`config.mk`:
```
export PLATFORM = sky130hd
export DESIGN_NAME = serial_byte_rx
export DESIGN_NICKNAME = d
export VERILOG_FILES = /design/src/rtl/serial_pkg.sv /design/src/rtl/byte_fifo.sv /design/src/rtl/serial_byte_rx.sv
export SDC_FILE = /design/constraint.sdc
export NUM_CORES = 1
export LEC_CHECK = 0
export ABC_AREA = 1
export CAP_MARGIN = 20
export CORE_UTILIZATION = 55
export CTS_BUF_LIST = sky130_fd_sc_hd__clkbuf_8
export DETAILED_ROUTE_END_ITERATION = 16
export PLACE_DENSITY = 0.72
export REMOVE_ABC_BUFFERS = 1
export SETUP_SLACK_MARGIN = 0.02
export SYNTH_ARGS = -nofsm -noshare
export SYNTH_HDL_FRONTEND = slang
export SYNTH_SLANG_ARGS = --single-unit
export TNS_END_PERCENT = 50
```
`constraint.sdc`:
```
create_clock -name clk -period 3.2 [get_ports clk]
set_input_delay 0.64 -clock clk [delete_from_list [all_inputs] [get_ports clk]]
set_output_delay 0.64 -clock clk [all_outputs]
set_load 0.01 [all_outputs]
```
`src/rtl/serial_pkg.sv`:
```
// serial_pkg: shared types and defaults for the serial byte receiver.
// Build option: UART_PARITY_EN adds the PARITY state (8E1 framing).
package serial_pkg;

   localparam int DEFAULT_OVERSAMPLE = 16;
   localparam int DEFAULT_FIFO_DEPTH = 4;

   typedef enum logic [2:0] {
      ST_ARM    = 3'd0,
      ST_IDLE   = 3'd1,
      ST_START  = 3'd2,
      ST_DATA   = 3'd3,
`ifdef UART_PARITY_EN
      ST_PARITY = 3'd4,
`endif
      ST_STOP   = 3'd5
   } state_t;

endpackage

```
`src/rtl/byte_fifo.sv`:
```
// byte_fifo: small first-word-fall-through buffer for received bytes.
// A push while full is taken only when a pop frees the slot in the same cycle.
module byte_fifo #(
   parameter int DEPTH = 4
) (
   input  logic       clk,
   input  logic       reset,
   input  logic       push,
   input  logic [7:0] din,
   input  logic       pop,
   output logic [7:0] dout,
   output logic       empty,
   output logic       full
);

   localparam int AW = $clog2(DEPTH);
   localparam logic [AW:0] CNT_FULL = (AW+1)'(DEPTH);

   logic [AW-1:0] r_wr_ptr;
   logic [AW-1:0] r_rd_ptr;
   logic [AW:0]   r_count;
   logic [7:0]    r_mem [DEPTH];

   logic w_do_push;
   logic w_do_pop;

   assign empty     = (r_count == '0);
   assign full      = (r_count == CNT_FULL);
   assign w_do_pop  = pop && !empty;
   assign w_do_push = push && (!full || w_do_pop);
   assign dout      = empty ? 8'h00 : r_mem[r_rd_ptr];

   // pointers wrap naturally since DEPTH is a power of two
   always_ff @(posedge clk or posedge reset) begin
      if (reset) begin
         r_wr_ptr <= '0;
         r_rd_ptr <= '0;
         r_count  <= '0;
      end else begin
         if (w_do_push) r_wr_ptr <= r_wr_ptr + 1'b1;
         if (w_do_pop)  r_rd_ptr <= r_rd_ptr + 1'b1;
         case ({w_do_push, w_do_pop})
            2'b10:   r_count <= r_count + 1'b1;
            2'b01:   r_count <= r_count - 1'b1;
            default: r_count <= r_count;
         endcase
      end
   end

   // storage needs no reset; dout is masked while empty
   always_ff @(posedge clk) begin
      if (w_do_push) r_mem[r_wr_ptr] <= din;
   end

endmodule

```
`src/rtl/serial_byte_rx.sv`:
```
// serial_byte_rx: oversampled 8N1 serial receiver feeding a byte buffer.
// Build option: UART_PARITY_EN switches framing to 8E1 (parity error
// reported on o_frame_err, byte discarded).
//
// state  | meaning
// ARM    | wait for rx high for one full bit time before listening
// IDLE   | line idle, waiting for a falling edge
// START  | counting to mid start bit, reject glitches
// DATA   | sampling 8 data bits, LSB first
// PARITY | sampling the even-parity bit (UART_PARITY_EN only)
// STOP   | sampling the stop bit, push byte or flag error
module serial_byte_rx
   import serial_pkg::*;
#(
   parameter int OVERSAMPLE = DEFAULT_OVERSAMPLE,
   parameter int FIFO_DEPTH = DEFAULT_FIFO_DEPTH
) (
   input  logic       clk,
   input  logic       reset,
   input  logic       rx,
   output logic [7:0] o_data,
   output logic       o_valid,
   input  logic       i_ready,
   output logic       o_frame_err,
   output logic       o_overrun,
   output logic       o_busy
);

   localparam int TW = $clog2(OVERSAMPLE);
   localparam logic [TW-1:0] TICK_LAST = TW'(OVERSAMPLE - 1);
   localparam logic [TW-1:0] TICK_HALF = TW'(OVERSAMPLE/2 - 1);

   logic          r_rx_meta;
   logic          r_rx_sync;
   logic          r_rx_prev;
   state_t        r_state;
   state_t        w_state_nxt;
   logic [TW-1:0] r_tick;
   logic [2:0]    r_bit;
   logic [7:0]    r_shift;
   logic          r_frame_err;
   logic          r_overrun;
`ifdef UART_PARITY_EN
   logic          r_par_err;
`endif

   logic w_fall;
   logic w_tick_last;
   logic w_tick_half;
   logic w_sample;
   logic w_stop_smp;
   logic w_push;
   logic w_frame_err;
   logic w_overrun;
   logic w_busy;
   logic w_empty;
   logic w_full;

   assign w_fall      = r_rx_prev && !r_rx_sync;
   assign w_tick_last = (r_tick == TICK_LAST);
   assign w_tick_half = (r_tick == TICK_HALF);

   // two-flop synchronizer plus one delayed copy for edge detection
   always_ff @(posedge clk or posedge reset) begin
      if (reset) begin
         r_rx_meta <= 1'b1;
         r_rx_sync <= 1'b1;
         r_rx_prev <= 1'b1;
      end else begin
         r_rx_meta <= rx;
         r_rx_sync <= r_rx_meta;
         r_rx_prev <= r_rx_sync;
      end
   end

   // state register
   always_ff @(posedge clk or posedge reset) begin
      if (reset) r_state <= ST_ARM;
      else       r_state <= w_state_nxt;
   end

   // next-state decode
   always_comb begin
      w_state_nxt = r_state;
      case (r_state)
         ST_ARM:   if (r_rx_sync && w_tick_last) w_state_nxt = ST_IDLE;
         ST_IDLE:  if (w_fall) w_state_nxt = ST_START;
         ST_START: if (w_tick_half) w_state_nxt = r_rx_sync ? ST_IDLE : ST_DATA;
         ST_DATA: begin
            if (w_tick_last && (r_bit == 3'd7)) begin
`ifdef UART_PARITY_EN
               w_state_nxt = ST_PARITY;
`else
               w_state_nxt = ST_STOP;
`endif
            end
         end
`ifdef UART_PARITY_EN
         ST_PARITY: if (w_tick_last) w_state_nxt = ST_STOP;
`endif
         ST_STOP:  if (w_tick_last) w_state_nxt = ST_IDLE;
         default:  w_state_nxt = ST_ARM;
      endcase
   end

   // per-state strobes: sample points, buffer push and error flags
   always_comb begin
      w_busy = (r_state != ST_ARM) && (r_state != ST_IDLE);
      w_sample = 1'b0;
      case (r_state)
         ST_START:  w_sample = w_tick_half;
         ST_DATA:   w_sample = w_tick_last;
`ifdef UART_PARITY_EN
         ST_PARITY: w_sample = w_tick_last;
`endif
         ST_STOP:   w_sample = w_tick_last;
         default:   w_sample = 1'b0;
      endcase
      w_stop_smp = (r_state == ST_STOP) && w_tick_last;
`ifdef UART_PARITY_EN
      w_push      = w_stop_smp && r_rx_sync && !r_par_err;
      w_frame_err = w_stop_smp && (!r_rx_sync || r_par_err);
`else
      w_push      = w_stop_smp && r_rx_sync;
      w_frame_err = w_stop_smp && !r_rx_sync;
`endif
      // full implies o_valid, so i_ready alone tells whether a pop frees a slot
      w_overrun = w_push && w_full && !i_ready;
   end

   // tick counter, bit counter and shift register
   always_ff @(posedge clk or posedge reset) begin
      if (reset) begin
         r_tick  <= '0;
         r_bit   <= '0;
         r_shift <= '0;
`ifdef UART_PARITY_EN
         r_par_err <= 1'b0;
`endif
      end else begin
         if ((r_state == ST_IDLE) || w_sample ||
             ((r_state == ST_ARM) && (!r_rx_sync || w_tick_last)))
            r_tick <= '0;
         else
            r_tick <= r_tick + 1'b1;

         if (r_state == ST_START) begin
            r_bit <= '0;
`ifdef UART_PARITY_EN
            r_par_err <= 1'b0;
`endif
         end

         if ((r_state == ST_DATA) && w_sample) begin
            r_shift <= {r_rx_sync, r_shift[7:1]};
            r_bit   <= r_bit + 1'b1;
         end

`ifdef UART_PARITY_EN
         if ((r_state == ST_PARITY) && w_sample)
            r_par_err <= (^r_shift) ^ r_rx_sync;
`endif
      end
   end

   // registered one-cycle error pulses
   always_ff @(posedge clk or posedge reset) begin
      if (reset) begin
         r_frame_err <= 1'b0;
         r_overrun   <= 1'b0;
      end else begin
         r_frame_err <= w_frame_err;
         r_overrun   <= w_overrun;
      end
   end

   byte_fifo #(
      .DEPTH (FIFO_DEPTH)
   ) u_fifo (
      .clk   (clk),
      .reset (reset),
      .push  (w_push),
      .din   (r_shift),
      .pop   (i_ready),
      .dout  (o_data),
      .empty (w_empty),
      .full  (w_full)
   );

   assign o_valid     = !w_empty;
   assign o_frame_err = r_frame_err;
   assign o_overrun   = r_overrun;
   assign o_busy      = w_busy;

endmodule

```
Word-level counts from Yosys, hierarchy flattened
Memories as Yosys holds them, arrays and structs flattened.
Cells that the tools add are included.
Widths: inputs -> output; s select.
{"block": "op_classes", "eq_ne": 16, "div_mod_pow": 0, "n_bitwise": 0, "multipliers": 0, "n_lt_le_gt_ge": 0, "n_addsub": 6, "shift": 0, "n_reduce_logical": 28, "muxes": 15}
{"operator": "$mux 3", "n": 7}
{"operator": "$pmux 3 s5", "n": 1}
{"operator": "$logic_and 1x1->1", "n": 13}
{"operator": "$ne 2x2->1 const B", "n": 5}
{"operator": "$eq 3x3->1 const B", "n": 3}
{"operator": "$mux 8", "n": 1}
{"operator": "$add 3x1->3 const B", "n": 2}
{"operator": "$eq 3x2->1 const B", "n": 2}
{"operator": "$logic_not 3->1", "n": 2}
{"operator": "$pmux 3 s2", "n": 1}
{"operator": "$reduce_and 5->1", "n": 1}
{"operator": "$add 2x1->2 const B", "n": 2}
{"operator": "$add 4x1->4 const B", "n": 1}
{"operator": "$eq 4x3->1 const B", "n": 1}
{"operator": "$eq 4x4->1 const B", "n": 1}
{"operator": "$logic_not 1->1", "n": 4}
{"operator": "$logic_or 1x1->1", "n": 4}
{"operator": "$mux 4", "n": 1}
{"operator": "$reduce_bool 2->1", "n": 2}
{"operator": "$eq 3x1->1 const B", "n": 1}
{"operator": "$ne 3x1->1 const B", "n": 1}
{"operator": "$reduce_bool 3->1", "n": 1}
{"operator": "$sub 3x1->3 const B", "n": 1}
{"operator": "$eq 2x1->1 const B", "n": 1}
{"operator": "5 further kinds", "n": 6}
{"block": "totals", "latchBits": 0, "romBits": 0, "output_inout_bits": 12, "reg_bits": 30, "memories": 1, "ramBits": 32, "elab_cells": 78}
{"name": "u_fifo.r_mem", "depth": 4, "word_bits": 8, "rd": 1, "rd_ports_with_merged_regs": 0, "wr": 1, "line_no": "byte_fifo.sv:22", "source": "logic [7:0] r_mem [DEPTH];"}

Logic depth before layout (Yosys ltp)
{"block": "logic_depth", "depth_word": 7, "ltp_mapped": 11, "mapped_depth_nobuf": 11}

Modules after synthesis
From an unflattened synthesis, not the netlist that was laid out.
{"block": "hier_totals", "cells_unflattened": 278, "area_unflattened_um2": 2802.7}
{"mod": "byte_fifo", "instances": 1, "cells_per_inst": 150, "area_each_um2": 1712.9, "seq_area_each_um2": 1136.1}
{"mod": "serial_byte_rx", "instances": 1, "cells_per_inst": 128, "area_each_um2": 1089.8, "seq_area_each_um2": 579.3}

Least setup slack after synthesis
No wires, ideal clock.
{"block": "synth_timing", "path_kind": "reg-to-reg", "from": "reg r_tick[0]", "to": "reg u_fifo.r_count[2]", "n_path_buf": 0, "t_arrival_ns": 1.934, "setup_time_ns": 0.131, "setup_slack_ns": 1.135, "path_stages_with_launch": 11, "period_less_slack_ns": 2.065, "t_required_ns": 3.069, "path_cell_list": "dfrtp_1 ha_1 nand4_1 nor2_4 nand2_4 ha_1 inv_1 fa_1 a21oi_1 o21ai_0 xor2_1"}
{"block": "synth_between", "elab_chain_len": 6, "elab_cells_between_ends": 8}
{"item": "start, declared", "line_no": "serial_byte_rx.sv:38", "source": "logic [TW-1:0] r_tick;"}
{"item": "start signal, assigned", "line_no": "serial_byte_rx.sv:145", "source": "r_tick <= r_tick + 1'b1;"}
{"item": "$eq 4x4->1 (*)", "line_no": "serial_byte_rx.sv:60", "source": "assign w_tick_last = (r_tick == TICK_LAST);"}
{"item": "$logic_and 1x1->1 (*)", "line_no": "serial_byte_rx.sv:119", "source": "w_stop_smp = (r_state == ST_STOP) && w_tick_last;"}
{"item": "$logic_and 1x1->1 (*)", "line_no": "serial_byte_rx.sv:124", "source": "w_push = w_stop_smp && r_rx_sync;"}
{"item": "$logic_and 1x1->1 (*)", "line_no": "byte_fifo.sv:30", "source": "assign w_do_push = push && (!full || w_do_pop);"}
{"item": "$eq 2x1->1 or $eq 2x2->1 (tied branches)", "line_no": "byte_fifo.sv:42", "source": "case ({w_do_push, w_do_pop})"}
{"item": "$pmux 3 s2 or $reduce_bool 2->1 (tied branches)"}
{"item": "end signal, assigned", "line_no": "byte_fifo.sv:43", "source": "2'b10: r_count <= r_count + 1'b1;"}
{"item": "end signal, assigned", "line_no": "byte_fifo.sv:44", "source": "2'b01: r_count <= r_count - 1'b1;"}
{"item": "end signal, assigned", "line_no": "byte_fifo.sv:45", "source": "default: r_count <= r_count;"}
{"item": "end, declared", "line_no": "byte_fifo.sv:21", "source": "logic [AW:0] r_count;"}
Every way passes the cells marked *; elsewhere a longest branch is shown, timed or not.
A chain may end at the register's enable or synchronous reset.

Worst setup path after layout
{"block": "layout_timing", "from": "reg u_fifo.r_rd_ptr[0]", "to": "out o_data[6]"}
{"block": "layout_between", "elab_chain_len": 2}
{"item": "start, declared", "line_no": "byte_fifo.sv:20", "source": "logic [AW-1:0] r_rd_ptr;"}
{"item": "start signal, assigned", "line_no": "byte_fifo.sv:41", "source": "if (w_do_pop) r_rd_ptr <= r_rd_ptr + 1'b1;"}
{"item": "$mem_v2 4x8"}
{"item": "$mux 8", "line_no": "byte_fifo.sv:31", "source": "assign dout = empty ? 8'h00 : r_mem[r_rd_ptr];"}
{"item": "end, declared", "line_no": "serial_byte_rx.sv:21", "source": "output logic [7:0] o_data,"}
No other way between the ends.

==> metrics.yaml <==
status: "completed"
syn_inst: 260
clock_latency_ns: 0.33
synth_top_area_frac: 0.355
via_count: 1791
cts_tree: "built"
fin_crit_sh: 0.861
placedCellCount: 341
timing.clock.skew_ns: 0.00503
fp-row-count: 25
root_buffer: "clkbuf_8"
grt_overflow_total: 0
ys_seq_elements: 62
rsz0062_at_grt: "no"
cts-htree-levels: 3
top_layer_used: "met4"
design.portCount: 16
clkPwrFrac: 0.284
portBuffers: 15
endpoint_kind: "primary output"
finalCriticalPeriod_ns: 2.76
gp_congestion: 0.787
avgSynthCellArea_um2: 10.4
hpwl_mm: 3.10
max_slew_margin: 0.520
path_max_fanout: 18
syn_to_final_growth_pct: 16.6
worst_r2r_endpoint: "u_fifo.r_count[2]"
ir_worst_vdd_uv: 464
die_w_um: 72.1
synth_top_cells_by_area: "edfxtp_1, dfrtp_1, nor2_1"
post_cts_buffers: 0
syn_area_um2: 2710
p_comb_frac: 0.318
hold_viol: 0
wl_met1_mm: 2.14
setup_violations: 0
grt_antenna_before_repair: 0
mostFrequentLayoutCells: "nor2_1, nand2_1, edfxtp_1"
cts_made_buffers: 9
ctsResizeCount: 0
final_common_cell: "nor2_1"
dpl_cell_area_um2: 2940
cts_sinks: 62
power.density_nw_per_um2: 820
clk_pin_slew_worst_paths_ns: 0.07
synth_cell_types: 27
track_usage: 0.212
whs_path_depth: 0
final_nets: 298
final_antenna_net_count: 0
drt_wl_total_mm: 4.69
layout-drive-gt1-share: 0.131
crit_type: "reg2out"
tns_ns: 0
ff2ff_setup_slack_ns: 0.94
drc: 0
p_sw_mw: 0.871
p_int_mw: 1.71
startpoint_type: "flop"
die_area_um2: 5200
die_h_um: 72.1
arrival_ns: 2.12
dr.first_iter.drc_count: 93
vias_per_cell: 5.02
cap_violations: 0
pwr-share-seq: 0.398
synth_seq_area_share: 0.634
r2r_cells: 10
grt_max_degree: 31
grt_pass1_wl_mm: 8.18
p_sw_frac: 0.337
yosys.area.top_type: "edfxtp_1"
antenna_cells: 0
route.met2.wl_mm: 2.35
grt_pass1_vias: 1762
slew_viol_final: 0
min_from: "r_rx_meta"
leakage_nw: 1.36
max_freq_ghz: 0.363
worst_pin_slew_ns: 0.717
fin_area_um2: 3150
stdcell_count: 357
synth_warnings: 0
hold_path_class: "reg2reg"
start_util: 0.573
wl_met3_um: 167
cts_buffer_depth: 2
firstDrtPassIters: 4
crit_required_ns: 2.56
cts_hold_buf: 0
whs_endpoint: "r_rx_sync"
coreArea_um2: 4720
routedWlPerCell_um: 13.1
r2r_start: "r_tick[0]"
==> power groups by stage <==
stage | registers [mW] | clock network [mW] | logic (mW)
3_3_place_gp | 1.04 | 0 | 0.806
5_1_grt | 1.04 | 0.775 | 0.954
4_1_cts | 1.03 | 0.745 | 0.830
2_1_floorplan | 1.01 | 0 | 0.546
3_5_place_dp | 1.04 | 0 | 0.825
6_report | 1.03 | 0.735 | 0.821
==> per-stage QoR <==
step	util	setup WS, ns	hold WS, ns	power, mW
floorplan	-	1.14	0.345	1.55
global placement	0.622	0.650	0.346	1.84
detailed placement	0.622	0.590	0.349	1.87
CTS	0.668	0.433	0.357	2.60
global route	0.668	0.263	0.371	2.77
finish	0.668	0.444	0.354	2.59
==> flip-flops by register name (all words and copies together), names as in the netlist <==
signal	count
r_state	3
r_rx_meta	1
u_fifo.r_rd_ptr	2
u_fifo.r_mem	32
u_fifo.r_wr_ptr	2
r_rx_prev	1
r_bit	3
r_rx_sync	1
u_fifo.r_count	3
r_tick	4
o_frame_err	1
o_overrun	1
r_shift	8
==> critical path, stage by stage (launching register included) <==
cell             delay (ns)
dfrtp_1                0.59
inv_2                  0.31
o21ai_0                0.14
a21oi_1                0.18
clkdlybuf4s50_1        0.56
==> kinds of logic (layout without fill, tap and decap cells) <==
group | Yosys count | in the layout | share of synthesized area
fa+ha+maj | 9 | 9 | 0.0444
compound gates | 33 | 33 | 0.0629
xor+xnor | 6 | 6 | 0.0194
buf+inv | 29 | 59 | 0.0444
flops | 62 | 62 | 0.634
simple gates | 121 | 121 | 0.195
==> metal layers <==
layer | vias up | global-route usage
met3 | 4 | 0.0375
met2 | 38 | 0.355
met5 | - | 0
met1 | 847 | 0.269
li1 | 902 | -
met4 | 0 | 0.105
==> Yosys cell counts (all sizes together) <==
cell / count
xnor2: 2
clkbuf: 1
xor2: 4
a21oi: 10
nand4: 3
inv: 23
edfxtp: 32
buf: 4
o22ai: 1
nand3: 13
nand2: 48
nor2: 56
fa: 1
dfrtp: 27
o21ai: 22
clkinv: 1
nor3: 1
ha: 8
dfstp: 3
==> final cells by class <==
cell class,instances,area (µm²)
Sequential cell,62,1720
Fill cell,369,1570
Multi-Input combinational cell,169,870
Timing Repair Buffer,19,180
Clock buffer,9,124
Clock inverter,7,90.1
Inverter,24,90.1
Tap cell,67,83.8
==> worst max-delay path by stage <==
stage	from	to	cells after the start
detailed placement	i_ready	u_fifo.r_count[2]	10
global route	u_fifo.r_rd_ptr[0]	o_data[6]	4
global placement	i_ready	u_fifo.r_count[2]	10
floorplan	r_tick[0]	u_fifo.r_count[2]	10
finish	u_fifo.r_rd_ptr[0]	o_data[6]	4
CTS	u_fifo.r_rd_ptr[0]	o_data[7]	4
Power figures use the tool's default switching activity.
